[config.mk]
export PLATFORM = sky130hd
export DESIGN_NAME = cla_pipe_addsub
export DESIGN_NICKNAME = d
export VERILOG_FILES = /design/src/rtl/cla_pipe_addsub.sv
export SDC_FILE = /design/constraint.sdc
export NUM_CORES = 1
export LEC_CHECK = 0
export CAP_MARGIN = 20
export CORE_MARGIN = 8
export CORE_UTILIZATION = 30
export CTS_CLUSTER_DIAMETER = 150
export CTS_CLUSTER_SIZE = 25
export DETAILED_ROUTE_END_ITERATION = 10
export PLACE_DENSITY_LB_ADDON = 0.1
export SYNTH_ARGS = -nofsm -noshare
export SYNTH_HDL_FRONTEND = slang
export SYNTH_SLANG_ARGS = --single-unit
[constraint.sdc]
create_clock -name clk -period 9.9 [get_ports clk]
set_clock_uncertainty 0.2 [all_clocks]
set_input_delay 1.98 -clock clk [delete_from_list [all_inputs] [get_ports clk]]
set_output_delay 1.98 -clock clk [all_outputs]
set_load 0.01 [all_outputs]
[src/rtl/cla_pipe_addsub.sv]
// Pipelined carry-lookahead adder/subtractor: WIDTH bits split into STAGES slices of
// BLOCK-bit lookahead groups, with the inter-slice carry registered and valid/ready flow control.
module cla_pipe_addsub #(
  parameter int WIDTH  = 32,
  parameter int BLOCK  = 4,
  parameter int STAGES = 2
) (
  input  logic             clk,
  input  logic             rst_n,
  input  logic             flush,
  input  logic             in_valid,
  output logic             in_ready,
  input  logic [WIDTH-1:0] a,
  input  logic [WIDTH-1:0] b,
  input  logic             cin,
  input  logic             sub,
  output logic             out_valid,
  input  logic             out_ready,
  output logic [WIDTH-1:0] sum,
  output logic             cout,
  output logic             ovf,
  output logic             zero
);

  localparam int SLICE  = WIDTH / STAGES;
  localparam int GROUPS = SLICE / BLOCK;

  if ((STAGES < 1) || (WIDTH % (STAGES * BLOCK) != 0)) begin : g_param_check
    $fatal(1, "cla_pipe_addsub: WIDTH must be a multiple of STAGES*BLOCK");
  end

  logic [STAGES-1:0] v_q;
  logic [STAGES-1:0] adv;
  logic [STAGES-1:0] v_in;

  // A stage may move when it is empty or the stage after it is moving.
  always_comb begin
    adv = '0;
    adv[STAGES-1] = ~v_q[STAGES-1] | out_ready;
    for (int k = STAGES - 2; k >= 0; k--) begin
      adv[k] = ~v_q[k] | adv[k+1];
    end
  end

  assign in_ready  = adv[0] & ~flush;
  assign out_valid = v_q[STAGES-1];

  always_comb begin
    v_in    = '0;
    v_in[0] = in_valid & in_ready;
    for (int k = 1; k < STAGES; k++) begin
      v_in[k] = v_q[k-1];
    end
  end

  // NOTE: non-blocking assignments so every stage samples its predecessor's pre-edge value.
  always_ff @(posedge clk or negedge rst_n) begin
    if (!rst_n) begin
      v_q <= '0;
    end else if (flush) begin
      v_q <= '0;
    end else begin
      for (int k = 0; k < STAGES; k++) begin
        if (adv[k]) v_q[k] <= v_in[k];
      end
    end
  end

  for (genvar k = 0; k < STAGES; k++) begin : g_stage
    localparam int LO  = k * SLICE;     // sum bits already finished before this stage
    localparam int REM = WIDTH - LO;    // operand bits still to be summed

    logic [REM-1:0]      op_a;
    logic [REM-1:0]      op_b;
    logic                op_sub;
    logic                op_c;
    logic [SLICE-1:0]    b_eff;
    logic [SLICE-1:0]    g;
    logic [SLICE-1:0]    p;
    logic [GROUPS-1:0]   gg;
    logic [GROUPS-1:0]   gp;
    logic [GROUPS:0]     gc;
    logic [SLICE:0]      c;
    logic                term;
    logic [SLICE-1:0]    sl_sum;
    logic [LO+SLICE-1:0] s_done;

    if (k == 0) begin : g_src
      assign op_a   = a;
      assign op_b   = b;
      assign op_sub = sub;
      assign op_c   = sub | cin;
      assign s_done = sl_sum;
    end else begin : g_src
      assign op_a   = g_stage[k-1].g_fwd.a_q;
      assign op_b   = g_stage[k-1].g_fwd.b_q;
      assign op_sub = g_stage[k-1].g_fwd.sub_q;
      assign op_c   = g_stage[k-1].g_fwd.c_q;
      assign s_done = {sl_sum, g_stage[k-1].g_fwd.s_q};
    end

    // NOTE: every always_comb output gets a default first so no path infers a latch.
    always_comb begin
      b_eff = op_b[SLICE-1:0] ^ {SLICE{op_sub}};
      g     = op_a[SLICE-1:0] & b_eff;
      p     = op_a[SLICE-1:0] ^ b_eff;
      gg    = '0;
      gp    = '0;
      gc    = '0;
      c     = '0;
      term  = 1'b0;
      for (int j = 0; j < GROUPS; j++) begin
        gp[j] = &p[j*BLOCK +: BLOCK];
        for (int t = 0; t < BLOCK; t++) begin
          term = g[j*BLOCK + t];
          for (int m = t + 1; m < BLOCK; m++) term = term & p[j*BLOCK + m];
          gg[j] = gg[j] | term;
        end
      end
      // Group carries in flat sum-of-products form: no ripple from group to group.
      for (int j = 0; j <= GROUPS; j++) begin
        term = op_c;
        for (int i = 0; i < j; i++) term = term & gp[i];
        gc[j] = term;
        for (int i = 0; i < j; i++) begin
          term = gg[i];
          for (int m = i + 1; m < j; m++) term = term & gp[m];
          gc[j] = gc[j] | term;
        end
      end
      for (int j = 0; j < GROUPS; j++) begin
        for (int t = 0; t < BLOCK; t++) begin
          term = gc[j];
          for (int m = 0; m < t; m++) term = term & p[j*BLOCK + m];
          c[j*BLOCK + t] = term;
          for (int i = 0; i < t; i++) begin
            term = g[j*BLOCK + i];
            for (int m = i + 1; m < t; m++) term = term & p[j*BLOCK + m];
            c[j*BLOCK + t] = c[j*BLOCK + t] | term;
          end
        end
      end
      c[SLICE] = gc[GROUPS];
    end

    assign sl_sum = p ^ c[SLICE-1:0];

    if (k < STAGES - 1) begin : g_fwd
      localparam int HI = REM - SLICE;
      logic [HI-1:0]       a_q;
      logic [HI-1:0]       b_q;
      logic                sub_q;
      logic                c_q;
      logic [LO+SLICE-1:0] s_q;

      // NOTE: data registers are reset as well; they are plain flops, not a memory array.
      always_ff @(posedge clk or negedge rst_n) begin
        if (!rst_n) begin
          a_q   <= '0;
          b_q   <= '0;
          sub_q <= 1'b0;
          c_q   <= 1'b0;
          s_q   <= '0;
        end else if (adv[k] && v_in[k]) begin
          a_q   <= op_a[REM-1:SLICE];
          b_q   <= op_b[REM-1:SLICE];
          sub_q <= op_sub;
          c_q   <= c[SLICE];
          s_q   <= s_done;
        end
      end
    end else begin : g_out
      // Result registers only load on a real result, so they hold while stalled.
      always_ff @(posedge clk or negedge rst_n) begin
        if (!rst_n) begin
          sum  <= '0;
          cout <= 1'b0;
          ovf  <= 1'b0;
          zero <= 1'b0;
        end else if (adv[k] && v_in[k]) begin
          sum  <= s_done;
          cout <= c[SLICE];
          ovf  <= c[SLICE] ^ c[SLICE-1];
          zero <= ~|s_done;
        end
      end
    end
  end

endmodule

==> impl_metrics.py <==
metrics = {
    "outcome": {
        "status": "finished clean",
    },
    "worst_setup_path": {
        "worstSetupPathType": "in2out",
        "cp_data_required_time_ns": 7.72,
        "cp-start-kind": "primary input",
        "end_kind": "primary output",
        "path_max_fanout": 3,
        "crit_arrival_ns": 3.44,
    },
    "grt": {
        "grt_use_met1": 0.158,
        "antenna_found_initial": 0,
        "grt_pass1_wl_mm": 20.7,
        "grt.met3_usage": 0.0326,
        "grt_usage": 0.121,
        "grt_max_degree": 67,
        "grt_busiest_layer": "met2",
        "grt_overflow": 0,
        "grt_use_met2": 0.186,
        "grt_pass1_vias": 3960,
    },
    "cells_and_area": {
        "diodes": 0,
        "n_fill_cell": 1665,
        "layout.nets": 694,
        "final_common_cell": "clkdlybuf4s50_1",
        "syn_to_final_growth_pct": 30.9,
        "drive_above_1_share": 0.0914,
        "final_cell_mix": "clkdlybuf4s50_1 (106), dfrtp_1 (87), nand2_1 (47)",
        "fin_area_um2": 6710,
    },
    "clocking": {
        "holdBufCountCts": 0,
        "numCtsBuffers": 9,
        "clkLatencyLatePin_ns": 0.34,
        "cts_tree": "yes",
        "cts_max_path_buffers": 2,
        "htree_num_levels": 3,
        "cts_setup_buffers": 0,
        "root_buffer": "clkbuf_16",
        "cts_resized": 0,
        "clock_sinks": 87,
        "path_clk_slew_ns": 0.07,
    },
    "die": {
        "coreArea_um2": 17000,
        "fp-row-count": 48,
        "initial_core_util": 0.302,
        "dieArea_um2": 21500,
        "ios": 108,
        "die_w_um": 147,
        "fp.dieH_um": 147,
    },
    "place": {
        "io_buffers": 107,
        "dpl-instance-area_um2": 6410,
        "gp_congestion": 0.823,
        "dp_hpwl_mm": 10.0,
    },
    "pwr": {
        "p_leak_nw": 2.93,
        "power.density_nw_per_um2": 226,
        "vdd.ir_drop.worst_mv": 0.108,
    },
    "sta": {
        "hold_viol_final": 0,
        "post-route-min-period_ns": 5.62,
        "clock.fmax_mhz": 178,
        "slew_viol_final": 0,
        "slew_headroom": 0.294,
        "setup_violations": 0,
        "tightest_slew_ns": 1.06,
        "rsz0062_at_grt": "false",
        "fin_tns_setup_ns": 0,
        "post-route-period-util": 0.567,
    },
    "synthesis": {
        "synth.ff_latch_count": 87,
        "synth-async-reset-ratio": 1.00,
        "synth_area_um2": 5130,
        "synth-edff-count": 0,
        "avgSynthCellArea_um2": 10.9,
        "synth_fp_nets": 590,
        "synthFlopType": "dfrtp_1",
        "yosysSeqAreaShare": 0.425,
        "synthCells": 471,
        "ys_warn_count": 0,
        "synth.distinct_cells": 48,
    },
    "detailed_routing": {
        "wire_per_inst_um": 15.4,
        "antenna_left": 0,
        "drt_wl_total_mm": 12.4,
        "drc": 0,
        "routed_via_density": 4.56,
        "firstDrtPassIters": 4,
        "drtIter0Drc": 148,
        "num_vias": 3672,
    },
    "min_path": {
        "hold_path_class": "reg2reg",
    },
    "flow_run": {
        "drv_cap": 0,
    },
}
## Yosys cell counts, drive strengths merged (2+ instances only)
cell    count  share of area
inv        24          0.018
dfrtp      87           0.42
o211a       4         0.0078
nand3b      3         0.0044
nor3        3         0.0029
clkbuf      4         0.0029
nand4       8         0.0098
xnor2       9          0.017
o21a        6         0.0088
or2         5         0.0061
ha         40          0.098
nor4        4         0.0049
nand2      47          0.034
mux2       54           0.12
nor2b       2         0.0024
xor2       43          0.073
o211ai      6         0.0098
o21ai      39          0.038
a21oi      24          0.026
fa          8          0.031
buf        13          0.014
nand2b      6         0.0073
nor2       11         0.0085
nand3       2         0.0020
a211oi      5         0.0073
and3        2         0.0024
## routing by layer
| layer | part of all wire | routed length [um] |
|---|---|---|
| met3 | 0.049 | 604 |
| met4 | 0.018 | 229 |
| met2 | 0.44 | 5470 |
| met1 | 0.49 | 6110 |
| met5 | 0 | 0 |
## where the power goes
group / switching [mW] / internal [mW]
logic: 0.314 / 0.329
clock network: 0.147 / 0.196
registers: 0.0775 / 0.456
## cell families after synthesis
group	count (synthesis)	share of synthesized area
AND/OR/NAND/NOR	98	0.0930
AO/OA/AOI/OAI	91	0.110
flip-flops	87	0.425
multiplexers	54	0.119
XOR/XNOR	52	0.0903
adder cells (fa/ha/maj)	48	0.129
buffers and inverters	41	0.0347
## critical path: stages
cell and delay (ns):
clkdlybuf4s50_1 0.48, nor2b_1 0.06, a21oi_1 0.31, clkdlybuf4s50_1 0.61
## registers in the layout, indices dropped and copies added (netlist names)
signal               count
sum                     32
g_stage.g_fwd.a_q       16
g_stage.g_fwd.b_q       16
g_stage.g_fwd.s_q       16
v_q                      2
cout                     1
g_stage.g_fwd.c_q        1
g_stage.g_fwd.sub_q      1
ovf                      1
zero                     1
## per-stage QoR
step	util	setup slack, ns	std cells	power (mW)	hold slack [ns]
after floorplan	-	5.12	471	0.904	0.268
after global placement	0.377	4.19	789	1.19	0.273
after detailed placement	0.377	4.02	789	1.20	0.271
after CTS	0.395	4.30	805	1.55	0.286
after global routing	0.395	4.07	805	1.64	0.313
final	0.395	4.28	805	1.52	0.279
## path summary, 6_finish.rpt
check | startpoint | to | slack (ns) | cells past startpoint
min in group asynchronous | rst_n | sum[6] | 1.40 | 1
setup / recovery | out_ready | in_ready | 4.28 | 4
max in group asynchronous | rst_n | g_stage[0].g_fwd.b_q[8] | 7.06 | 2
setup reg to reg | g_stage[0].g_fwd.sub_q | zero | 5.89 | 12
hold / removal | sum[19] | sum[19] | 0.28 | 2
hold reg to reg | sum[19] | sum[19] | 0.28 | 2
## area by class of cell
class                           instances  area [um2]  share of cell area
Clock buffer                            9         225              0.0336
Clock inverter                          7        72.6              0.0108
Inverter                               24        90.1              0.0134
Multi-Input combinational cell        343        2770               0.413
Sequential cell                        87        2180               0.325
Tap cell                              225         282              0.0420
Timing Repair Buffer                  110        1090               0.163
Note: power is estimated with default switching activity, not from simulation.
